==> src/rtl/irq_pending_latch_4ch.sv <==
// Four-channel rising-edge request latch with masked priority offer over valid/ready.
// Optional coalesced-event counter enabled by defining IRQ_OVF_CNT_EN.
module irq_pending_latch_4ch #(
  parameter int unsigned CNT_W = 8
) (
  input  logic             clk,
  input  logic             rst,
  input  logic [3:0]       req_in,
  input  logic [3:0]       mask,
  output logic             out_valid,
  output logic [1:0]       out_id,
  input  logic             out_ready,
  output logic [3:0]       pending,
  output logic [CNT_W-1:0] ovf_cnt,
  input  logic             ovf_clr
);

  typedef enum logic [0:0] {StIdle, StOffer} state_e;

  state_e     state_q, state_d;
  logic [1:0] id_q, id_d;
  logic [3:0] req_prev_q;
  logic [3:0] pending_q, pending_d;
  logic [3:0] ev, clr, sel;
  logic       handshake;

  assign ev        = req_in & ~req_prev_q;
  assign handshake = (state_q == StOffer) & out_ready;
  assign clr       = handshake ? (4'd1 << id_q) : 4'd0;
  // A fresh event wins over a same-cycle clear so it is never lost.
  assign pending_d = ev | (pending_q & ~clr);
  assign sel       = pending_q & mask;

  always_comb begin
    state_d = state_q;
    id_d    = id_q;
    unique case (state_q)
      StIdle: begin
        if (|sel) begin
          state_d = StOffer;
          if (sel[3])      id_d = 2'd3;
          else if (sel[2]) id_d = 2'd2;
          else if (sel[1]) id_d = 2'd1;
          else             id_d = 2'd0;
        end
      end
      StOffer: begin
        if (out_ready) state_d = StIdle;
      end
      default: state_d = StIdle;
    endcase
  end

  always_ff @(posedge clk) begin
    if (rst) begin
      state_q    <= StIdle;
      id_q       <= 2'd0;
      req_prev_q <= 4'd0;
      pending_q  <= 4'd0;
    end else begin
      state_q    <= state_d;
      id_q       <= id_d;
      req_prev_q <= req_in;
      pending_q  <= pending_d;
    end
  end

  assign out_valid = (state_q == StOffer);
  assign out_id    = id_q;
  assign pending   = pending_q;

`ifdef IRQ_OVF_CNT_EN
  logic [CNT_W-1:0] ovf_q, ovf_d;
  logic             coalesced;

  assign coalesced = |(ev & pending_q & ~clr);

  always_comb begin
    ovf_d = ovf_q;
    if (ovf_clr) begin
      ovf_d = '0;
    end else if (coalesced && (ovf_q != {CNT_W{1'b1}})) begin
      ovf_d = ovf_q + CNT_W'(1);
    end
  end

  always_ff @(posedge clk) begin
    if (rst) ovf_q <= '0;
    else     ovf_q <= ovf_d;
  end

  assign ovf_cnt = ovf_q;
`else
  logic unused_ovf_clr;
  assign unused_ovf_clr = ovf_clr;
  assign ovf_cnt        = '0;
`endif

endmodule
==> config.mk <==
export PLATFORM = sky130hd
export DESIGN_NAME = irq_pending_latch_4ch
export DESIGN_NICKNAME = d
export VERILOG_FILES = /design/src/rtl/irq_pending_latch_4ch.sv
export SDC_FILE = /design/constraint.sdc
export NUM_CORES = 1
export LEC_CHECK = 0
export CAP_MARGIN = 25
export CORE_MARGIN = 8
export CORE_UTILIZATION = 36
export DETAILED_ROUTE_END_ITERATION = 6
export GPL_TIMING_DRIVEN = 1
export PLACE_DENSITY = 0.76
export REMOVE_ABC_BUFFERS = 1
export SYNTH_ARGS = -nofsm -noshare
export SYNTH_HDL_FRONTEND = slang
export SYNTH_SLANG_ARGS = --single-unit
==> constraint.sdc <==
create_clock -name clk -period 1 [get_ports clk]
set_input_delay 0.15 -clock clk [delete_from_list [all_inputs] [get_ports clk]]
set_output_delay 0.15 -clock clk [all_outputs]
set_load 0.03 [all_outputs]
# Word level (Yosys, flattened, before mapping)
# Cells that the tools add are included.
[op_classes]
shift = 1
mux = 7
bitwise_logic = 8
reduce_logical = 2
[op_table]
columns = ["operator", "n"]
rows = [
  ["AND 4 bit", 3],
  ["NOT 4 bit", 2],
  ["2-to-1 mux 2 bit", 2],
  ["2-to-1 mux 4 bit", 1],
  ["bitwise OR 4 bit", 1],
  ["OR reduction 4 bit", 1],
  ["<< shifter 1 x 2 -> 4 bit, first input constant", 1],
  ["2-to-1 mux 1 bit", 3],
  ["case mux 1 bit (2 select lines)", 1],
  ["AND reduction 2 bit", 1],
  ["AND 1 bit", 1],
  ["NOT 1 bit", 1],
]
[word_totals]
register_bits = 11
out_inout_bits = 15
word_cells = 22

# Depth between registers and ports, before layout
# Gate-level depths: netlist of run 1.
[depth]
word_depth = 5
depth_mapped = 4

# Worst setup path before layout of run 1
# Ideal clock, no wire load.
[synth_path]
kind = "reg-to-reg"
start = "register pending_q[2] (netlist: pending[2])"
end = "register id_q[0] (netlist: out_id[0])"
setup_ns = 0.079
arrival_ns = 1.101
required_time_ns = 0.921
path_slack_ns = -0.180
stages_incl_launch_ff = 5
n_path_buf = 0
period_less_slack_ns = 1.180
path_cell_list = "dfxtp_1 > a22oi_2 > a21oi_2 > nor2_1 > a211oi_2"
[synth_between]
elab_chain_len = 3
[synth_lines]
columns = ["item", "line_no", "text"]
rows = [
  ["start: declaration", "23", "logic [3:0] pending_q, pending_d;"],
  ["start signal: assignment", "64", "pending_q <= pending_d;"],
  ["AND 4 bit (*)", "32", "assign sel = pending_q & mask;"],
  ["OR reduction 4 bit or 2-to-1 mux 2 bit (tied branches)", "39, 42", ""],
  ["AND reduction 2 bit (no source line) or 2-to-1 mux 2 bit (tied branches)", "--", ""],
  ["end signal: assignment", "62", "id_q <= id_d;"],
  ["end: declaration", "21", "logic [1:0] id_q, id_d;"],
]
# Mark *: on every way between the ends. The rest lies on a longest branch, timed or not.
# A chain may end at the register's enable or synchronous reset.

# Worst setup path after layout of run 1
[layout_path]
start = "register state_q (netlist: out_valid)"
end = "output port out_valid"
[layout_lines]
columns = ["item", "line_no", "text"]
rows = [
  ["start: declaration", "20", "state_e state_q, state_d;"],
  ["start signal: assignment", "56", "state_q <= StIdle;"],
  ["start signal: assignment", "61", "state_q <= state_d;"],
  ["end: declaration", "10", "output logic out_valid,"],
]
# No word-level cell between the ends.

==> results.yml, run 1 <==
outcome:
  outcome: "complete, but fails checks"
  violations: "negative setup slack"
logic_synthesis:
  seq_area_frac_synth_pct: 45.13
  synth_commonest_cells: "dfxtp_1 (11), buf_4 (8), nor2b_1 (6), a21oi_1 (5), nor2_1 (4)"
  ys_seq_elements: 11
  synth_top_area_cell: "dfxtp_1"
  synth_area_leaders: "dfxtp_1 (45%), buf_4 (12%), nor2b_1 (7.7%)"
  yosys_warnings: 0
  synth_top_area_share_pct: 45.13
  ys_async_sr_fraction_pct: 0
  syn_area_um2: 488.0
  synth-main-ff-cell: "dfxtp_1"
  synth_cell_types: 20
  yosysMostFrequentCell: "dfxtp_1"
  synth_edf_count: 0
  syn_area_per_cell_um2: 9.036
  synthCells: 54
layout:
  nNetsFinal: 93
  drive_above_1_share_pct: 35.00
  n_antenna_cell: 0
  final_core_util_pct: 60.56
  stdcell_count: 95
  fin_area_um2: 778.2
  synthToLayoutAreaGrowth_pct: 59.49
critical_path:
  reg2reg_depth: 4
  crit_required_ps: 850
  worstPathArrival_ps: 870
  r2r_setup_slack_ps: 30
  critical_path_peak_fanout: 5
  cp-start-kind: "flop"
  r2r_end: "out_id[0]$_SDFFE_PP0P_"
  r2r-start: "pending[3]$_SDFF_PP0_"
  worstSetupPathType: "flop to output port"
  crit_path_end_kind: "output port"
min_path:
  min_path_type: "input port to flop"
  min-delay-start: "mask[2]"
  min_path_cells: 5
  min_to: "out_valid$_SDFF_PP0_"
sta:
  setup_violations: 1
  finalWorstSetupSlack_ps: -21.25
  hold_viol_final: 0
  drv_slew: 0
  fin_skew_ps: 5.825
  min_period_over_period_pct: 102.1
  fmax_ghz: 0.9792
  post-route-min-period_ps: 1021
  hold-worst-slack_ps: 352.1
  grt_setup_unrepaired: "true"
placement:
  portBuffers: 17
  dp_cells: 89
  place_area_um2: 684.4
  gp_congestion: 0.7604
  hpwl_um: 933.9
global_routing:
  grt_max_degree: 12
  track_usage_pct: 8.617
  grt_first_pass_wirelength_mm: 1.787
  antenna_found_initial: 0
  overflow: 0
  grt_pass1_vias: 440
cts:
  numClockSinks: 11
  cts_tree: "done"
  clkLatencyLatePin_ps: 260
  cts_max_level: 1
  root_buffer: "clkbuf_4"
  cts_made_buffers: 3
  clock_path_buffers: 2
  clk_pin_slew_ps: 70
  ctsHoldBuffers: 0
detailed_routing:
  via_per_inst: 4.747
  ant_nets: 0
  drc: 0
  num_vias: 451
  routed_wl_mm: 1.226
  wl_per_cell_um: 12.91
  dr.first_iter.drc_count: 5
  drt_pass1_iterations: 4
power:
  irDropWorstVdd_mv: 1.096
  total_power_uw: 1177
  powerDensity_nw_per_um2: 1513
  p_leak_uw: 0.0003295
die:
  rows: 13
  dieArea_um2: 2789
  start_util_pct: 37.97
  die_x_um: 52.82
  io_pins: 27
  dieHeight_um: 52.82
  coreArea_um2: 1285
job:
  cap_violations: 0
cells by family (layout without fill, tap and decap cells):
logic type,after synthesis,in the layout,share of synthesized area (%)
AOI/OAI and AO/OA,14,14,20.00
DFF,11,11,45.13
buffers and inverters,9,28,13.08
and+or+nand+nor,19,19,21.03
other,1,8,0.7685
sequential cells by signal, indices dropped and copies added (netlist names):
| name | flops |
|---|---|
| out_id | 2 |
| req_prev_q | 4 |
| out_valid | 1 |
| pending | 4 |
per-layer routing:
metal  GRT usage, %  share of wire (%)
met1          8.548                 38
met2          13.67                 48
met3          3.977                 13
met4          6.466                1.1
met5              0                  0
layout by cell type, fill, tap and decap left out, drive strengths merged, types with 2 or more instances in the layout:
master	instances
buf	14
dfxtp	11
clkdlybuf4s50	9
conb	8
nor2b	6
a21oi	6
nor2	4
clkbuf	4
nand2	3
o21ai	3
a22oi	2
nand2b	2
where the power goes:
group | switching, uW | leakage [uW] | internal, uW
logic | 187 | 0.000221 | 177
registers | 35.5 | 0.0000938 | 480
clock network | 144 | 0.0000150 | 154
total | 366 | 0.000329 | 811
critical path, stage by stage (launching register included):
cell,delay (ps)
dfxtp_4,360
buf_12,120
buf_8,120
repair_timing:
action / 4_1_cts / 5_1_grt
setup endpoints to repair: 7 / 7
cloned: 0 / 0
buffers inserted: 1 / 1
resized for setup: 17 / 3
worst max-delay path by stage:
stage,start,endpoint,slack [ps],cells after the start
global placement,mask[1],out_id[0]$_SDFFE_PP0P_,-260,5
CTS,out_valid$_SDFF_PP0_,out_valid,-30,2
floorplan,pending[2]$_SDFF_PP0_,out_id[0]$_SDFFE_PP0P_,-180,4
global route,out_valid$_SDFF_PP0_,out_valid,-40,2
detailed placement,mask[1],out_id[0]$_SDFFE_PP0P_,-290,5
finish,out_valid$_SDFF_PP0_,out_valid,-20,2
metrics by stage:
step	setup TNS [ps]	setup WS, ps
floorplan	-522.5	-180.4
CTS	-32.82	-31.93
global placement	-1152	-260.6
finish	-21.25	-21.25
detailed placement	-1329	-287.5
global route	-125.3	-40.67
layout make-up:
type                            instances  area [um2]
Fill cell                             115       506.7
Multi-Input combinational cell         41       235.2
Sequential cell                        11       231.5
Tap cell                               15       18.77
Timing Repair Buffer                   24       266.5
Clock buffer                            4       26.28
Note: power is estimated with default switching activity, not from simulation.
==> inputs of run 2 (changes only) <==
--- a/config.mk
+++ b/config.mk
@@ -9,8 +9,8 @@
 export CORE_MARGIN = 8
 export CORE_UTILIZATION = 36
 export DETAILED_ROUTE_END_ITERATION = 6
-export GPL_TIMING_DRIVEN = 1
-export PLACE_DENSITY = 0.76
+export GPL_TIMING_DRIVEN = 0
+export PLACE_DENSITY_LB_ADDON = 0.25
 export REMOVE_ABC_BUFFERS = 1
 export SYNTH_ARGS = -nofsm -noshare
 export SYNTH_HDL_FRONTEND = slang
==> run 2 against run 1 <==
  * The run now ends clean
  * Final cell count shrank 7.4%
  * Wire length shrank 7.4%
  * Total power shrank 6.9%
  * Clock power is essentially flat
  * Sequential cell count is the same
  * Non-clock buffer count shrank 7
  * Clock skew grew 1.1 ps
  * Final area shrank 13%
  * Maximum frequency grew 5.7%
  * Die area is the same
  * Largest power group unchanged
  * Highest routed layer unchanged
==> results.yml, run 2 (synthesis results as in run 1) <==
critical_path:
  worstSetupPathType: "input port to flop"
  crit_path_end_kind: "flop"
  worstPathArrival_ps: 1140
  critical_path_peak_fanout: 3
  crit_required_ps: 1180
  cp-start-kind: "input port"
global_routing:
  grt_first_pass_wirelength_mm: 1.731
  antenna_found_initial: 0
  track_usage_pct: 8.442
  grt_max_degree: 12
  overflow: 0
  grt_pass1_vias: 392
min_path:
  min_path_type: "input port to flop"
die:
  dieHeight_um: 52.82
  start_util_pct: 37.97
  coreArea_um2: 1285
  die_x_um: 52.82
  dieArea_um2: 2789
  io_pins: 27
  rows: 13
layout:
  drive_above_1_share_pct: 28.77
  nFillCells: 136
  synthToLayoutAreaGrowth_pct: 38.46
  final_core_util_pct: 52.58
  nNetsFinal: 86
  layout_common_cells: "conb_1 (8), clkdlybuf4s50_1 (8), nor2b_1 (6), buf_4 (6)"
  n_antenna_cell: 0
sta:
  fmax_ghz: 1.035
  setup-tns-final_ps: 0
  post-route-min-period_ps: 965.9
  grt_setup_unrepaired: "true"
  fin_skew_ps: 6.878
  setup_violations: 0
  hold_viol_final: 0
  drv_slew: 0
  min_period_over_period_pct: 96.59
  finalWorstSetupSlack_ps: 34.07
cts:
  clock_path_buffers: 2
  postCtsSetupBuffers: 0
  clk_pin_slew_ps: 70
  cts_made_buffers: 3
  numClockSinks: 11
  clkLatencyLatePin_ps: 260
  cts_tree: "done"
  cts_max_level: 1
  root_buffer: "clkbuf_4"
detailed_routing:
  num_vias: 430
  via_per_inst: 4.886
  routed_wl_mm: 1.135
  drc: 0
  dr.first_iter.drc_count: 2
  ant_nets: 0
  drt_pass1_iterations: 2
  wl_per_cell_um: 12.90
power:
  p_leak_uw: 0.0002872
  powerDensity_nw_per_um2: 1622
  irDropWorstVdd_mv: 0.7447
placement:
  post-place-ws_ps: -341.9
  gp_congestion: 0.7629
  portBuffers: 17
  hpwl_um: 806.1
outcome:
  outcome: "finished clean"
job:
  cap_violations: 0
[run 2: where the power goes]
group	switching, uW	total [uW]	internal [uW]
clock	147	301	154
sequential	43.6	523	480
combinational	159	271	112
total	350	1100	746
[run 2: worst max-delay path, stage by stage]
cell	delay, ps
clkdlybuf4s50_1	500
a22oi_2	90
a21oi_2	160
nor2_1	60
a211oi_2	180
[run 2: final timing paths]
path | from | end | slack [ps] | depth (start not counted)
max | mask[3] | out_id[0]$_SDFFE_PP0P_ | 30 | 5
min | mask[1] | out_valid$_SDFF_PP0_ | 310 | 5
max reg2reg | pending[1]$_SDFF_PP0_ | out_id[0]$_SDFFE_PP0P_ | 40 | 4
min reg2reg | req_prev_q[0]$_SDFF_PP0_ | pending[0]$_SDFF_PP0_ | 480 | 2
[run 2: area by class of cell]
| type | count | area (um2) | share of cell area, % |
|---|---|---|---|
| Sequential cell | 11 | 234.0 | 34.63 |
| Clock buffer | 4 | 26.28 | 3.889 |
| Multi-Input combinational cell | 41 | 235.2 | 34.81 |
| Tap cell | 15 | 18.77 | 2.778 |
| Timing Repair Buffer | 17 | 161.4 | 23.89 |
[run 2: through the flow]
stage | cells | total power [uW] | area (um2) | hold slack (ps)
6_report | 88 | 1096 | 675.6 | 313.9
5_1_grt | 88 | 1151 | 675.6 | 335.8
4_1_cts | 88 | 1095 | 663.1 | 455.7
3_5_place_dp | 84 | 798.7 | 639.4 | 476.2
3_3_place_gp | 84 | 796.6 | 639.4 | 470.9
2_1_floorplan | 52 | 677.7 | 450.4 | 214.6
[run 2: timing repair]
| action | 4_1_cts | 5_1_grt |
|---|---|---|
| endpoints found under the setup margin | 11 | 6 |
| pin swaps | 0 | 1 |
| hold buffers | 0 | 0 |
| gates cloned | 0 | 0 |
| gates resized for setup | 50 | 6 |
[run 2: layer usage]
layer	vias to the layer above	share of wire (%)	track usage (%)
li1	208	-	-
met1	202	41	8.535
met5	-	0	0
met4	0	1.1	5.172
met2	18	43	13.09
met3	2	14	4.830
==> inputs of run 3 (changes only) <==
--- a/config.mk
+++ b/config.mk
@@ -12,6 +12,7 @@
 export GPL_TIMING_DRIVEN = 0
 export PLACE_DENSITY_LB_ADDON = 0.25
 export REMOVE_ABC_BUFFERS = 1
+export SLEW_MARGIN = 30
 export SYNTH_ARGS = -nofsm -noshare
 export SYNTH_HDL_FRONTEND = slang
 export SYNTH_SLANG_ARGS = --single-unit
==> results of run 3 <==
Final layout, timing and power as in run 2 (identical DEF).
==> patch (settings of run 3) <==
Build with the macro `IRQ_OVF_CNT_EN` defined.
--- a/src/rtl/irq_pending_latch_4ch.sv
+++ b/src/rtl/irq_pending_latch_4ch.sv
@@ -2,2 +2,4 @@
 // Optional coalesced-event counter enabled by defining IRQ_OVF_CNT_EN.
+`define IRQ_OVF_CNT_EN
+
 module irq_pending_latch_4ch #(
Function: changed (a bounded check fails within 4 cycles, from zero or initial values and one cycle with rst high).
==> patch against run 3 <==
The run now ends with negative setup slack left. Register-to-register slack got worse by 0.45 ns. Clock skew shrank 0.00075 ns. Power increased by 53%. Sequential cell count rose by 8. Area after synthesis increased by 81%. Final area increased by 120%. Worst hold slack got worse by 0.10 ns. Sequential share of layout area shrank 5.4 points. Synthesized cell count rose by 70%. Wire length up 100%. Setup slack worse by 0.45 ns. Largest cell class unchanged. Highest routed layer unchanged.
==> patch: results (changes against run 3) <==
worst-path fanout max - 5 (+2)
ranking of synthesized cells by area - dfxtp_1 (43%), a21oi_1 (4.5%), o22a_4 (4.0%), nor2_1 (3.8%), nor2b_1 (3.6%)
final wirelength - 2.32 mm (+100%)
Cell variety after synth - 32 (+60%)
Buffers on Ports - 26 (+9)
CTS resizes - 127 (+150%)
placed cell area - 0.00117 sq mm (+83%)
drt first pass iters - 4 (+2)
final setup fails - 17 (+17)
initial antenna violation count - 0 (unchanged)
HPWL Detailed - 1.51 mm (+88%)
WL per Instance - 14.3 um (+11%)
largest net degree at the start of global routing - 15 (+3)
DR iter-0 viols - 16 (+14)
worst hold slack - 0.213 ns (-0.101 ns)
LEAKAGE - 0.000532 uW (+85%)
Crit path largest cell delay - 0.38 ns (-0.12 ns)
pre-CTS setup slack - -0.748 ns (-0.406 ns)
setup slack after layout - -0.413 ns (-0.447 ns)
fraction of layout cells with a size suffix above 1 - 54.5% (+26 points)
postcts setup bufs - 4 (+4)
status - complete, but fails checks
Crit path max-delay family - compound AO/OA/AOI/OAI gates
gr usage total - 10.9% (+2.4 points)
Setup Total Neg Slack - -3.49 ns (-3.49 ns)
vias in the first global route - 814 (+110%)
failing checks - negative setup slack
Seq/Total Area, Yosys - 43.2% (-1.9 points)
syn avg cell area - 9.57 sq um (+6.0%)
GP Congestion - 0.766 (+0.38%)
slowest CP cell - dfxtp_4
vias - 818 (+90%)
Clk Latency, worst-skew pair - 0.29 ns (+0.03 ns)
top post-synthesis cells by count - dfxtp_1 (19), nor2_1 (9), a21oi_1 (8)
Final Skew - 0.00613 ns (-0.000748 ns)
fill count - 203 (+49%)
arrival time at the worst endpoint - 1.60 ns (+0.46 ns)
[patch: cell count changes after synthesis, sizes merged, moves of 2 or more]
cell / before / now
inv: 0 / 2
a21oi: 6 / 11
nand3: 1 / 5
nand2: 3 / 6
o22a: 0 / 2
a211oi: 1 / 4
dfxtp: 11 / 19
buf: 8 / 1
xnor2: 0 / 3
nor2: 4 / 9
[patch: report_power, final]
group	leakage [uW]	switching (uW)	total (uW)	internal [uW]
clock network	0.0000150	229	384	155
logic	0.000351	215	448	233
registers	0.000166	64.5	846	782
[patch: kinds of logic after synthesis]
family / after synthesis / share of synthesized area (%)
buffers and inverters: 4 / 1.70
adder cells (fa/ha/maj): 1 / 1.42
XOR/XNOR: 3 / 2.98
flip-flops: 19 / 43.2
AO/OA/AOI/OAI: 29 / 29.0
multiplexers: 1 / 1.14
AND/OR/NAND/NOR: 35 / 20.6
[patch: layout make-up]
class	instances	area, sq um	area share, %
Inverter	2	7.51	0.505
Clock buffer	4	26.3	1.77
Tap cell	30	37.5	2.53
Timing Repair Buffer	38	392	26.3
Multi-Input combinational cell	69	589	39.6
Sequential cell	19	434	29.2
[patch: routing by layer]
| layer | wire [um] | GRT usage (%) |
|---|---|---|
| met1 | 945 | 11.6 |
| met2 | 1180 | 19.1 |
| met3 | 163 | 3.91 |
| met5 | 0 | 0 |
| met4 | 27 | 4.09 |
[patch: path summary, 6_finish.rpt]
| kind | from | to | slack, ns | cells past startpoint |
|---|---|---|---|---|
| setup / recovery | out_id[1] | ovf_cnt[0] | -0.41 | 7 |
| hold / removal | req_in[3] | req_prev_q[3] | 0.21 | 2 |
| setup reg to reg | out_id[1] | ovf_cnt[0] | -0.41 | 7 |
| hold reg to reg | ovf_cnt[4] | ovf_cnt[4] | 0.51 | 2 |
